## src/rtl/sort_stream_adapter_if.sv

```systemverilog
`default_nettype none
// +---------------------------------------------------------------------------+
// | sort_stream_adapter_if                                                    |
// | Byte streams (in/out) plus the sorter load/read port, grouped for the    |
// | adapter. slave = adapter side, master = environment side.                 |
// | Revision: 1.0                                                             |
// +---------------------------------------------------------------------------+
interface sort_stream_adapter_if #(
  parameter int W  = 8,
  parameter int AW = 3
);
  logic          in_valid;
  logic [W-1:0]  in_data;
  logic          in_ready;
  logic          out_valid;
  logic [W-1:0]  out_data;
  logic          out_last;
  logic          out_ready;
  logic          s_start;
  logic          s_wr;
  logic [AW-1:0] s_addr;
  logic [W-1:0]  s_datain;
  logic [W-1:0]  s_dataout;
  logic          s_ready;

  modport slave (
    input  in_valid, in_data, out_ready, s_dataout, s_ready,
    output in_ready, out_valid, out_data, out_last,
    output s_start, s_wr, s_addr, s_datain
  );

  modport master (
    output in_valid, in_data, out_ready, s_dataout, s_ready,
    input  in_ready, out_valid, out_data, out_last,
    input  s_start, s_wr, s_addr, s_datain
  );
endinterface
`default_nettype wire

```

## src/rtl/sort_stream_adapter.sv

```systemverilog
`default_nettype none
// +---------------------------------------------------------------------------+
// | sort_stream_adapter                                                       |
// | Loads a frame into the selection-sort engine, kicks it, times it, and    |
// | streams the sorted result back out with a last flag.                     |
// | Revision: 1.0                                                             |
// +---------------------------------------------------------------------------+
module sort_stream_adapter #(
  parameter int W  = 8,
  parameter int N  = 8,
  parameter int AW = 3,
  parameter int CW = 16
) (
  input  logic                 clk,
  input  logic                 nrst,
  sort_stream_adapter_if.slave bus,
  output logic                 busy,
  output logic [CW-1:0]        sort_cycles
);

  localparam logic [2:0] c_LOAD      = 3'd0;
  localparam logic [2:0] c_KICK      = 3'd1;
  localparam logic [2:0] c_WAIT_SORT = 3'd2;
  localparam logic [2:0] c_RD        = 3'd3;
  localparam logic [2:0] c_CAP       = 3'd4;
  localparam logic [2:0] c_OUT       = 3'd5;

  localparam logic [AW-1:0] c_K_LAST  = AW'(N - 1);
  localparam logic [CW-1:0] c_CYC_MAX = {CW{1'b1}};

  logic [2:0]    r_state;
  logic [AW-1:0] r_k;
  logic          r_out_valid;
  logic          r_out_last;
  logic [W-1:0]  r_out_data;
  logic [CW-1:0] r_sort_cycles;

  logic w_in_ready;
  logic w_in_hs;
  logic w_k_last;

  assign w_in_ready = (r_state == c_LOAD) & bus.s_ready;
  assign w_in_hs    = w_in_ready & bus.in_valid;
  assign w_k_last   = (r_k == c_K_LAST);

  // The address always follows k; writes and reads share it.
  assign bus.in_ready  = w_in_ready;
  assign bus.s_wr      = w_in_hs;
  assign bus.s_addr    = r_k;
  assign bus.s_datain  = bus.in_data;
  assign bus.s_start   = (r_state == c_KICK);
  assign bus.out_valid = r_out_valid;
  assign bus.out_data  = r_out_data;
  assign bus.out_last  = r_out_last;
  assign busy          = (r_state != c_LOAD);
  assign sort_cycles   = r_sort_cycles;

  always_ff @(posedge clk or negedge nrst) begin
    if (!nrst) begin
      r_state       <= c_LOAD;
      r_k           <= '0;
      r_out_valid   <= 1'b0;
      r_out_last    <= 1'b0;
      r_out_data    <= '0;
      r_sort_cycles <= '0;
    end else begin
      case (r_state)
        c_LOAD: begin
          if (w_in_hs) begin
            if (w_k_last) begin
              r_k     <= '0;
              r_state <= c_KICK;
            end else begin
              r_k <= r_k + 1'b1;
            end
          end
        end
        c_KICK: begin
          r_sort_cycles <= '0;
          r_state       <= c_WAIT_SORT;
        end
        c_WAIT_SORT: begin
          if (r_sort_cycles != c_CYC_MAX)
            r_sort_cycles <= r_sort_cycles + 1'b1;
          if (bus.s_ready)
            r_state <= c_RD;
        end
        c_RD: begin
          r_state <= c_CAP;
        end
        // Read data is valid one cycle after RD presented the address.
        c_CAP: begin
          r_out_data  <= bus.s_dataout;
          r_out_valid <= 1'b1;
          r_out_last  <= w_k_last;
          r_state     <= c_OUT;
        end
        c_OUT: begin
          if (bus.out_ready) begin
            r_out_valid <= 1'b0;
            r_out_last  <= 1'b0;
            if (w_k_last) begin
              r_k     <= '0;
              r_state <= c_LOAD;
            end else begin
              r_k     <= r_k + 1'b1;
              r_state <= c_RD;
            end
          end
        end
        default: begin
          r_state <= c_LOAD;
        end
      endcase
    end
  end

endmodule
`default_nettype wire
```

## src/flat_wrapper.sv

```systemverilog
// flat-port wrapper written by rule: the top's interface ports become plain ports
module sort_stream_adapter_flat 
#(
  parameter int W  = 8,
  parameter int N  = 8,
  parameter int AW = 3,
  parameter int CW = 16
)
  (clk, nrst, busy, sort_cycles, bus_in_valid, bus_in_data, bus_out_ready, bus_s_dataout, bus_s_ready, bus_in_ready, bus_out_valid, bus_out_data, bus_out_last, bus_s_start, bus_s_wr, bus_s_addr, bus_s_datain);
  sort_stream_adapter_if #(.W(W), .AW(AW)) bus_i ();
  input  logic clk;
  input  logic nrst;
  output logic busy;
  output logic [CW-1:0] sort_cycles;
  input wire logic [$bits(bus_i.in_valid)-1:0] bus_in_valid;
  input wire logic [$bits(bus_i.in_data)-1:0] bus_in_data;
  input wire logic [$bits(bus_i.out_ready)-1:0] bus_out_ready;
  input wire logic [$bits(bus_i.s_dataout)-1:0] bus_s_dataout;
  input wire logic [$bits(bus_i.s_ready)-1:0] bus_s_ready;
  output wire logic [$bits(bus_i.in_ready)-1:0] bus_in_ready;
  output wire logic [$bits(bus_i.out_valid)-1:0] bus_out_valid;
  output wire logic [$bits(bus_i.out_data)-1:0] bus_out_data;
  output wire logic [$bits(bus_i.out_last)-1:0] bus_out_last;
  output wire logic [$bits(bus_i.s_start)-1:0] bus_s_start;
  output wire logic [$bits(bus_i.s_wr)-1:0] bus_s_wr;
  output wire logic [$bits(bus_i.s_addr)-1:0] bus_s_addr;
  output wire logic [$bits(bus_i.s_datain)-1:0] bus_s_datain;
  assign bus_i.in_valid = bus_in_valid;
  assign bus_i.in_data = bus_in_data;
  assign bus_i.out_ready = bus_out_ready;
  assign bus_i.s_dataout = bus_s_dataout;
  assign bus_i.s_ready = bus_s_ready;
  assign bus_in_ready = bus_i.in_ready;
  assign bus_out_valid = bus_i.out_valid;
  assign bus_out_data = bus_i.out_data;
  assign bus_out_last = bus_i.out_last;
  assign bus_s_start = bus_i.s_start;
  assign bus_s_wr = bus_i.s_wr;
  assign bus_s_addr = bus_i.s_addr;
  assign bus_s_datain = bus_i.s_datain;
  sort_stream_adapter #(.W(W), .N(N), .AW(AW), .CW(CW)) u_core (.clk(clk), .nrst(nrst), .bus(bus_i), .busy(busy), .sort_cycles(sort_cycles));
endmodule
```

## config.mk

```make
export PLATFORM = sky130hd
export DESIGN_NAME = sort_stream_adapter_flat
export DESIGN_NICKNAME = d
export VERILOG_FILES = /design/src/rtl/sort_stream_adapter_if.sv /design/src/rtl/sort_stream_adapter.sv /design/src/flat_wrapper.sv
export SDC_FILE = /design/constraint.sdc
export NUM_CORES = 1
export LEC_CHECK = 0
export ABC_AREA = 1
export BUFFER_PORTS_ARGS = -buffer_cell sky130_fd_sc_hd__buf_2
export CORE_MARGIN = 1
export CORE_UTILIZATION = 45
export DETAILED_ROUTE_END_ITERATION = 6
export PLACE_DENSITY = 0.76
export REMOVE_ABC_BUFFERS = 1
export SKIP_CTS_REPAIR_TIMING = 1
export SYNTH_ARGS = -nofsm -noshare
export SYNTH_HDL_FRONTEND = slang
export SYNTH_SLANG_ARGS = --single-unit
```

## constraint.sdc

```tcl
create_clock -name clk -period 1.23 [get_ports clk]
set_input_delay 0.1845 -clock clk [delete_from_list [all_inputs] [get_ports clk]]
set_output_delay 0.1845 -clock clk [all_outputs]
set_load 0.01 [all_outputs]
```

# Yosys cells after proc, flatten, opt, wreduce, memory -nomap -nowiden
# Index checks and enable logic that the tools add are counted.
dict set report word_totals {
  wordCells 46
  input_bits 21
  output_inout_bits 41
  ff_bits 32
}
dict set report op_classes {
  eq_ne 12
  add_sub_neg 2
  bitwise_logic 2
  muxes 15
  reduce_logical 9
}
# operator n
set op_table {}
lappend op_table {{case mux 16 bit (2 select lines)} 1}
lappend op_table {{2-to-1 mux 3 bit} 7}
lappend op_table {{case mux 3 bit (6 select lines)} 1}
lappend op_table {{adder 16 x 1 -> 16 bit, second input constant} 1}
lappend op_table {{2-to-1 mux 16 bit} 1}
lappend op_table {{!= test 16 bit, second input constant} 1}
lappend op_table {{== test 3 bit, second input constant} 3}
lappend op_table {{== test 3 x 2 -> 1 bit, second input constant} 2}
lappend op_table {{!= test 2 bit, second input constant} 3}
lappend op_table {{case mux 3 bit (2 select lines)} 1}
lappend op_table {{nonzero test 2 bit} 3}
lappend op_table {{!= test 2 x 1 -> 1 bit, second input constant} 2}
lappend op_table {{case mux 1 bit (2 select lines)} 2}
lappend op_table {{AND reduction 2 bit} 2}
lappend op_table {{AND reduction 4 bit} 1}
lappend op_table {{adder 3 x 1 -> 3 bit, second input constant} 1}
lappend op_table {{== test 3 x 1 -> 1 bit, second input constant} 1}
lappend op_table {{zero test 3 bit} 1}
lappend op_table {{AND reduction 3 bit} 1}
lappend op_table {{nonzero test 3 bit} 1}
lappend op_table {{bitwise AND 1 bit} 2}
lappend op_table {{2-to-1 mux 2 bit} 1}
lappend op_table {{2-to-1 mux 1 bit} 1}

# Logic depth before layout (Yosys ltp)
# Gate-level depths: netlist of run 1.
dict set report logic_depth {
  depth_word 5
  mapped_depth 9
  mapped_depth_nobuf 9
}

# Least setup slack after synthesis of run 1
# No wires, ideal clock.
dict set report synth_path {
  path_kind {reg2reg}
  start {register u_core.r_sort_cycles[1] (netlist: u_core.sort_cycles[1])}
  end {register u_core.r_sort_cycles[7] (netlist: u_core.sort_cycles[7])}
  stages_incl_launch_ff 9
  path_slack_ps -227
  setup_ps 76
  required_ps 1154
  arrival_ps 1381
  cell_sequence {dfrtp_1 ha_1 nand2_2 nor2_4 nand3_2 o21ai_4 buf_6 nand2_1 o21ai_1}
}
dict set report synth_between {
  elab_chain_len 3
  word_cells_on_any_way 6
}
# element line
set synth_lines {}
lappend synth_lines {{start, declared} sort_stream_adapter.sv:36} ;# logic [CW-1:0] r_sort_cycles;
lappend synth_lines {{start signal, assigned} sort_stream_adapter.sv:84} ;# r_sort_cycles <= r_sort_cycles + 1'b1;
lappend synth_lines {{adder 16 x 1 -> 16 bit or != test 16 bit (tied branches)} {sort_stream_adapter.sv:84, sort_stream_adapter.sv:83}}
lappend synth_lines {{2-to-1 mux 16 bit or != test 2 x 1 -> 1 bit (tied branches)} --}
lappend synth_lines {{case mux 16 bit (2 select lines) or AND reduction 2 bit (tied branches)} --}
# Parallel ways exist; a longest one is shown, timed or not. The select of a mux whose other input is x is not followed.
# A chain may end at the register's enable or synchronous reset.

# Final worst setup path of run 1
dict set report layout_path {
  start {register u_core.r_state[1]}
  end {output bus_s_start}
}
dict set report layout_between {
  elab_chain_len 1
}
# element line
set layout_lines {}
lappend layout_lines {{start, declared} sort_stream_adapter.sv:31} ;# logic [2:0] r_state;
lappend layout_lines {{start signal, assigned} sort_stream_adapter.sv:60} ;# r_state <= c_LOAD;
lappend layout_lines {{start signal, assigned} sort_stream_adapter.sv:72} ;# r_state <= c_KICK;
lappend layout_lines {{start signal, assigned} sort_stream_adapter.sv:80} ;# r_state <= c_WAIT_SORT;
lappend layout_lines {{== test 3 x 1 -> 1 bit} sort_stream_adapter.sv:51} ;# assign bus.s_start = (r_state == c_KICK);
lappend layout_lines {{end, declared} flat_wrapper.sv:24} ;# output wire logic [$bits(bus_i.s_start)-1:0] bus_s_start;
# Every way passes these cells.

==> results of run 1 <==
## routing by layer
layer	part of all wire	up-vias	global-route usage	wire length [microns]
met3	0.078	18	0.0694	398
li1	-	917	-	-
met5	0	-	0	0
met2	0.51	100	0.384	2630
met4	0.026	0	0.0897	135
met1	0.38	884	0.263	1970
## Yosys cell counts (3+ instances only)
library cell,n
nand2_1,69
dfrtp_1,32
nor2_1,24
inv_1,23
nand3_1,21
o21ai_0,9
buf_4,8
mux2_2,8
nand4_1,6
ha_1,3
nor2_2,3
o21ai_1,3
## layout make-up
cell class	instances	area [sq um]	share of cell area
Clock buffer	5	68.8	0.0250
Clock inverter	3	42.5	0.0155
Inverter	25	96.3	0.0350
Multi-Input combinational cell	162	978	0.356
Sequential cell	32	802	0.292
Tap cell	48	60.1	0.0218
Timing Repair Buffer	99	702	0.255
## flip-flops by register name, indices dropped and copies added (netlist names)
name                  cells
u_core.bus.out_valid      1
u_core.bus.s_addr         3
u_core.bus.out_last       1
u_core.sort_cycles       16
u_core.bus.out_data       8
u_core.r_state            3
## cell families (layout without fill, tap and decap cells)
kind of cell | after synthesis | in the layout | synth area share
and+or+nand+nor | 130 | 130 | 0.315
buffers and inverters | 35 | 132 | 0.0942
DFF | 32 | 32 | 0.444
AOI/OAI and AO/OA | 17 | 17 | 0.0575
muxes | 8 | 8 | 0.0499
xor gates and xnor gates | 4 | 4 | 0.0194
adders and majority gates | 3 | 3 | 0.0208
## where the power goes
group,total (mW),internal [mW],switching [mW]
Sequential,1.48,1.32,0.157
Clock,1.03,0.599,0.426
Combinational,2.35,1.16,1.19
Total,4.86,3.08,1.77
## worst min path at each step
stage / end / cells past startpoint / slack [ns]
2_1_floorplan: u_core.bus.out_data[0] / 0 / -0.11
3_3_place_gp: u_core.sort_cycles[5] / 2 / 0.23
3_5_place_dp: u_core.sort_cycles[7] / 2 / 0.23
4_1_cts: u_core.sort_cycles[11] / 2 / -0.08
5_1_grt: u_core.bus.out_data[0] / 2 / 0.12
6_report: u_core.bus.out_data[7] / 2 / 0.13
## stage by stage
step	TNS [ns]	cells	power, mW
after global routing	-6.73	374	5.17
after floorplan	-3.14	219	2.47
after global placement	-1.75	358	3.34
after CTS	-4.11	366	4.41
final	-4.78	374	4.86
after detailed placement	-2.65	358	3.39
## worst max-delay path, delay by kind of cell, from the launching register on
| kind | cells | cell delay [ns] |
|---|---|---|
| flip-flops | 1 | 0.42 |
| buffers and inverters | 4 | 0.45 |
| AND/OR/NAND/NOR | 1 | 0.19 |
==> results_dict.tcl, run 1 <==
set metrics [dict create \
    first_pass_iters 5 \
    cts_sinks 32 \
    final_area_sq_mm 0.00275 \
    drtIter0Drc 133 \
    nets 349 \
    placed_area_sq_mm 0.00237 \
    ys.flop_type "dfrtp_1" \
    drc 0 \
    via_count 1919 \
    cp_max_fo 4 \
    syn_inst 229 \
    whs_ns 0.126 \
    crit_type "register to primary output" \
    fmax_mhz 654 \
    async_reset_ff_frac 1.00 \
    netlist-cell-type-count 25 \
    drtAntennaViolNets 0 \
    worst_slack_ns -0.298 \
    final_cell_mix "nand2_1, buf_4, buf_2" \
    hold_path.class "input pin to register" \
    synth_top_cell_area_share 0.444 \
    pwr_density_cell_mw_per_mm2 1770 \
    cts_buffers 5 \
    hold_viol_final 0 \
    start_kind "register" \
    path_cells "inv_2 > nand3_1 > buf_4 > inv_1 > buf_2" \
    fin_util 0.735 \
    grt_pass1_vias 1740 \
    post_synth_main_area_contributors "dfrtp_1, nand2_1, nand3_1" \
    avgRoutedWirePerCell_microns 13.7 \
    yosysSeqAreaShare 0.444 \
    rsz0062_at_grt "yes" \
    cp-startpoint "u_core.r_state[1]" \
    layout_commonest_cell "nand2_1" \
    layout_min_cycle_time_ns 1.53 \
    synth_edf_count 0 \
    avgSynthCellArea_sq_um 7.88 \
    relSlewSlack 0.733 \
    setup_viol_count_final 22 \
    crit_arrival_ns 1.34 \
    diodes 0 \
    synth_warnings 0 \
    gp_congestion 0.856 \
    coreArea_sq_mm 0.00374 \
    vdd_drop_max_v 0.00135 \
    routed_wl_microns 5130 \
    track_usage 0.226 \
    clkTransAtPathRegs_ns 0.07 \
    min_from "bus_s_dataout[7]" \
    crit_end "bus_s_start" \
    die_area_sq_mm 0.00427 \
    cts_buffer_depth 2 \
    cts_tree "yes" \
    grt_max_degree 33 \
    status "complete, but fails checks" \
    fillers 275 \
    leakage_nw 1.40 \
    skew_ns 0.00862 \
    violations "negative setup slack" \
    clock_latency_ns 0.29 \
    slew_viol_final 0 \
    r2r-start "u_core.r_state[0]" \
    io_buffer_count 45 \
    grt_pass1_wl_microns 7260 \
    dp_hpwl_microns 3260 \
    syn_to_final_growth_pct 52.3 \
    vias_per_cell 5.13 \
    antenna_found_initial 0 \
    place_ws_ns -0.185 \
    cp.required_ns 1.05 \
    root_buffer "clkbuf_8" \
    finalCritPeriodShare 1.24 \
    die_y_microns 65.3 \
    die_x_microns 65.3 \
    rows 22 \
    worst_pin_slew_ns 0.400 \
    grt_overflow 0 \
    top_level_ports 62 \
    cpMaxStageDelayCell "dfrtp_1" \
    synthesis.area_sq_mm 0.00181 \
    drive_gt1_frac 0.485 \
    endpoint_kind "primary output" \
    h-tree-depth 2 \
    max_stage_delay_ns 0.42 \
    r2r-end "u_core.sort_cycles[6]" \
    r2r_cells 10 \
    reg2reg_slack_ns -0.25 \
    yosys.area.top_type "dfrtp_1" \
    start_util 0.482 \
    max_cap_viol_count 0 \
    ys_seq_elements 32 \
]
No activity file was read; power rests on OpenSTA's default activity.
==> inputs of run 2 (changes only) <==
- CELL_PAD_IN_SITES_DETAIL_PLACEMENT: default -> 0
- CELL_PAD_IN_SITES_GLOBAL_PLACEMENT: default -> 1
- CORE_UTILIZATION: 45 -> 32
- PLACE_DENSITY: 0.76 -> default
- PLACE_DENSITY_LB_ADDON: default -> 0.1
==> run 2 against run 1 <==
- the run still ends with negative setup slack left
- register-to-register slack about the same
- critical path depth increased by 4
- hold slack improved by 0.0034 ns
- setup slack improved by 0.061 ns
- sequential share of layout area decreased by 0.44 points
- clock power about the same
- clock skew decreased by 0.0057 ns
- flip-flop and latch count unchanged
- global-route usage decreased by 5.1 points
- cell count increased by 8.8%
- die area increased by 39%
- core utilization decreased by 20 points
- highest routed layer unchanged
==> results_dict.tcl, run 2 (synthesis gave the netlist of run 1 again) <==
set metrics [dict create \
    status "complete, but fails checks" \
    violations "negative setup slack" \
    fin_cells 407 \
    r2r_cells 9 \
    clock_latency_ns 0.28 \
    vias_per_cell 4.57 \
    cts_buffer_depth 2 \
    routed_wl_microns 4860 \
    cts_tree "yes" \
    track_usage 0.175 \
    grt_overflow 0 \
    drive_gt1_frac 0.460 \
    syn_to_final_growth_pct 54.7 \
    die_y_microns 77.1 \
    met2_length_microns 2360 \
    crit_type "register to register" \
    fmax_mhz 682 \
    coreArea_sq_mm 0.00527 \
    vdd_drop_max_v 0.000940 \
    via_count 1858 \
    leakage_nw 1.44 \
    power_mw 4.78 \
    top_layer_used "met4" \
    dp.cells 391 \
    finalSetupTns_ns -3.73 \
    final_cell_mix "nand2_1, buf_4, buf_2" \
    drtAntennaViolNets 0 \
    first_pass_iters 4 \
    avgRoutedWirePerCell_microns 11.9 \
    cts_buffers 5 \
    grt_pass1_wl_microns 8010 \
    layout_min_cycle_time_ns 1.47 \
    start_kind "register" \
    worst_slack_ns -0.237 \
    slew_viol_final 0 \
    die_x_microns 77.1 \
    skew_ns 0.00291 \
    grt_pass1_vias 1775 \
    hold_path.class "input pin to register" \
    die_area_sq_mm 0.00595 \
    drc 0 \
    rows 26 \
    hold_viol_final 0 \
    finalCritPeriodShare 1.19 \
    crit_arrival_ns 1.64 \
    dp_hpwl_microns 3700 \
    wl_met3_microns 235 \
    cts_sinks 32 \
    drtIter0Drc 32 \
    max_cap_viol_count 0 \
    cp_max_fo 5 \
    diodes 0 \
    pwr_density_cell_mw_per_mm2 1710 \
    start_util 0.343 \
    grt_max_degree 21 \
    fillers 540 \
    largest_reg_flops 16 \
    endpoint_kind "register" \
    layout_commonest_cell "nand2_1" \
    cp.required_ns 1.40 \
    h-tree-depth 2 \
    setup_viol_count_final 24 \
    top_level_ports 62 \
    nets 360 \
    place_ws_ns -0.258 \
    root_buffer "clkbuf_8" \
    relSlewSlack 0.762 \
    io_buffer_count 45 \
    hold_depth 2 \
    worst_pin_slew_ns 0.356 \
    antenna_found_initial 0 \
    clkTransAtPathRegs_ns 0.07 \
    rsz0062_at_grt "yes" \
    wirelength_met1_microns 2210 \
    gp_congestion 0.819 \
]
[run 2: cell types whose count changed in the layout (fill, tap and decap cells not counted), moves of 3 or more]
cell	change
buf_4	+15
buf_6	-5
inv_1	+3
nand2_1	+6
nand2_2	-6
nor2_2	+4
nor2_4	-4
o21ai_1	+4
o21ai_2	-4
[run 2: layout make-up]
cell class | instances | area [sq um] | area share
Timing Repair Buffer | 110 | 773 | 0.277
Sequential cell | 32 | 802 | 0.287
Multi-Input combinational cell | 162 | 928 | 0.332
Clock buffer | 6 | 72.6 | 0.0260
Inverter | 25 | 93.8 | 0.0336
Tap cell | 70 | 87.6 | 0.0314
Clock inverter | 2 | 35.0 | 0.0125
[run 2: critical path, stage by stage (launching register included)]
cell	delay, ns
dfrtp_1	0.36
ha_2	0.19
nand2_2	0.07
nor2_4	0.18
nand2_1	0.10
nor2_2	0.13
nor2_4	0.07
buf_4	0.13
nand2_1	0.04
o21ai_0	0.06
[run 2: worst paths after layout]
| check | startpoint | end | slack, ns |
|---|---|---|---|
| max | u_core.sort_cycles[0] | u_core.sort_cycles[0] | -0.24 |
| min | bus_s_dataout[4] | u_core.bus.out_data[4] | 0.13 |
| max reg2reg | u_core.sort_cycles[0] | u_core.sort_cycles[0] | -0.24 |
| min reg2reg | u_core.bus.out_valid | u_core.bus.out_valid | 0.49 |
| max in group asynchronous | nrst | u_core.bus.s_addr[2] | 0.45 |
| min in group asynchronous | nrst | u_core.sort_cycles[4] | 0.35 |
[run 2: report_power, final]
part | internal [mW] | switching, mW | total [mW]
clock | 0.601 | 0.415 | 1.02
sequential | 1.32 | 0.158 | 1.48
combinational | 1.17 | 1.11 | 2.29
total | 3.10 | 1.69 | 4.78
[run 2: per-stage QoR]
stage,instance area [sq um],hold slack [ns],utilization
after detailed placement,2510,0.111,0.476
after CTS,2620,-0.201,0.496
after floorplan,1730,-0.111,-
final,2790,0.129,0.530
after global placement,2510,0.107,0.476
after global routing,2790,0.109,0.530
[run 2: metal layers]
layer,GRT usage,vias up
met5,0,-
met4,0.0434,0
met3,0.0619,5
met2,0.296,57
met1,0.210,854
li1,-,942
==> inputs of run 3 (changes only) <==
- BUFFER_PORTS_ARGS: -buffer_cell sky130_fd_sc_hd__buf_2 -> default
- CORE_UTILIZATION: 32 -> 40
- DONT_BUFFER_PORTS: default -> 1
==> run 3 against run 2 <==
- register-to-register slack hardly changed
- design area is 0.99% lower
- first-iteration DRC count rose to 2.6 times the previous value
- the flow still finishes with violations (negative setup slack)
- sequential power rose by 7%
- wire length is 9.7% higher
- via count is 3.6% lower
- highest routed layer unchanged
==> results_dict.tcl, run 3 (synthesis gave the netlist of run 1 again) <==
set metrics [dict create \
    h-tree-depth 2 \
    first_pass_iters 4 \
    p_sw_frac 0.395 \
    final_cell_mix "buf_4, nand2_1, dfrtp_1" \
    finalCritPeriodShare 1.20 \
    start_util 0.415 \
    placed_area_sq_mm 0.00226 \
    setup_viol_count_final 29 \
    die_area_sq_mm 0.00479 \
    fillers 364 \
    avgRoutedWirePerCell_microns 15.1 \
    internal-power_mw 3.03 \
    rows 24 \
    dp_hpwl_microns 3570 \
    drc 0 \
    pwr-share-seq 0.318 \
    worst_slack_ns -0.247 \
    netSwitchingPower_mw 1.98 \
    via_count 1791 \
    power_frac_clock 0.170 \
    rsz0062_at_grt "yes" \
    drtAntennaViolNets 0 \
    crit_type "register to primary output" \
    hold_viol_final 0 \
    cp.required_ns 1.05 \
    gp_congestion 0.786 \
    cts_tree "yes" \
    clock_latency_ns 0.29 \
    grt_overflow 0 \
    die_y_microns 69.2 \
    crit_arrival_ns 1.29 \
    layout_min_cycle_time_ns 1.48 \
    comb_power_share 0.512 \
    drive_gt1_frac 0.493 \
    diodes 0 \
    finalSetupTns_ns -4.62 \
    start_kind "register" \
    grt_pass1_wl_microns 7760 \
    vias_per_cell 5.06 \
    routed_wl_microns 5330 \
    ff_latch_area_sq_um 802 \
    largest_reg_flops 16 \
    io_buffer_count 0 \
    violations "negative setup slack" \
    status "complete, but fails checks" \
    endpoint_kind "primary output" \
    dp.cells 331 \
    antenna_found_initial 0 \
    top_level_ports 62 \
    multi_input_area_sq_mm 0.00106 \
    grt_pass1_vias 1738 \
    die_x_microns 69.2 \
    layout_commonest_cell "buf_4" \
    coreArea_sq_mm 0.00435 \
    worst_pin_slew_ns 0.270 \
    cp_max_fo 3 \
    place_ws_ns -0.209 \
    hold_path.class "input pin to register" \
    syn_to_final_growth_pct 53.2 \
    pwr_density_cell_mw_per_mm2 1810 \
    final_area_sq_mm 0.00277 \
    cts_sinks 32 \
    track_usage 0.204 \
    skew_ns 0.00678 \
    drtIter0Drc 83 \
    leakage_nw 1.29 \
    nets 325 \
    clkTransAtPathRegs_ns 0.07 \
    cts_buffers 5 \
    cts_buffer_depth 2 \
    relSlewSlack 0.820 \
    grt_max_degree 33 \
    fmax_mhz 677 \
    fin_cells 354 \
    max_cap_viol_count 0 \
    vdd_drop_max_v 0.00114 \
    root_buffer "clkbuf_8" \
    slew_viol_final 0 \
]
## run 3: final timing paths
kind | from | endpoint | slack, ns | cells past startpoint
min in group asynchronous | nrst | u_core.sort_cycles[3] | 0.35 | 2
min | bus_s_dataout[3] | u_core.bus.out_data[3] | 0.04 | 1
max reg2reg | u_core.sort_cycles[1] | u_core.sort_cycles[1] | -0.24 | 8
max in group asynchronous | nrst | u_core.r_state[0] | 0.69 | 2
min reg2reg | u_core.sort_cycles[11] | u_core.sort_cycles[11] | 0.54 | 2
max | u_core.r_state[0] | bus_s_wr | -0.25 | 5
## run 3: critical path, stage by stage (launching register included)
cell and delay [ns]:
dfrtp_2 0.45, nor2_4 0.18, nand2_4 0.09, nor2_4 0.13, nand2_2 0.07, inv_1 0.09
## run 3: area by class of cell
class,count,area share
multi-input combinational,162,0.382
clock inverter,3,0.00860
inverter,25,0.0367
sequential,32,0.290
timing repair buffer,75,0.234
clock buffer,5,0.0249
tap,52,0.0235
## run 3: stage by stage
step	utilization	power [mW]	hold WS, ns
after floorplan	-	2.47	-0.111
after global placement	0.518	3.22	-0.110
after detailed placement	0.518	3.28	-0.110
after CTS	0.540	4.14	-0.428
after global routing	0.635	5.29	0.0277
final	0.635	5.00	0.0442
## run 3: routing by layer
metal / routed length [microns] / GRT usage / up-vias
met3: 312 / 0.0756 / 11
met5: 0 / 0 / -
met1: 2070 / 0.230 / 841
met4: 89 / 0.0658 / 0
met2: 2850 / 0.354 / 70
li1: - / - / 869
## run 3: power by group through the flow
| stage | Sequential [mW] | Clock [mW] | Combinational (mW) |
|---|---|---|---|
| finish | 1.59 | 0.848 | 2.56 |
| global route | 1.62 | 0.927 | 2.74 |
| CTS | 1.57 | 0.871 | 1.70 |
| detailed placement | 1.58 | 0 | 1.69 |
| global placement | 1.57 | 0 | 1.65 |
| floorplan | 1.59 | 0 | 0.879 |
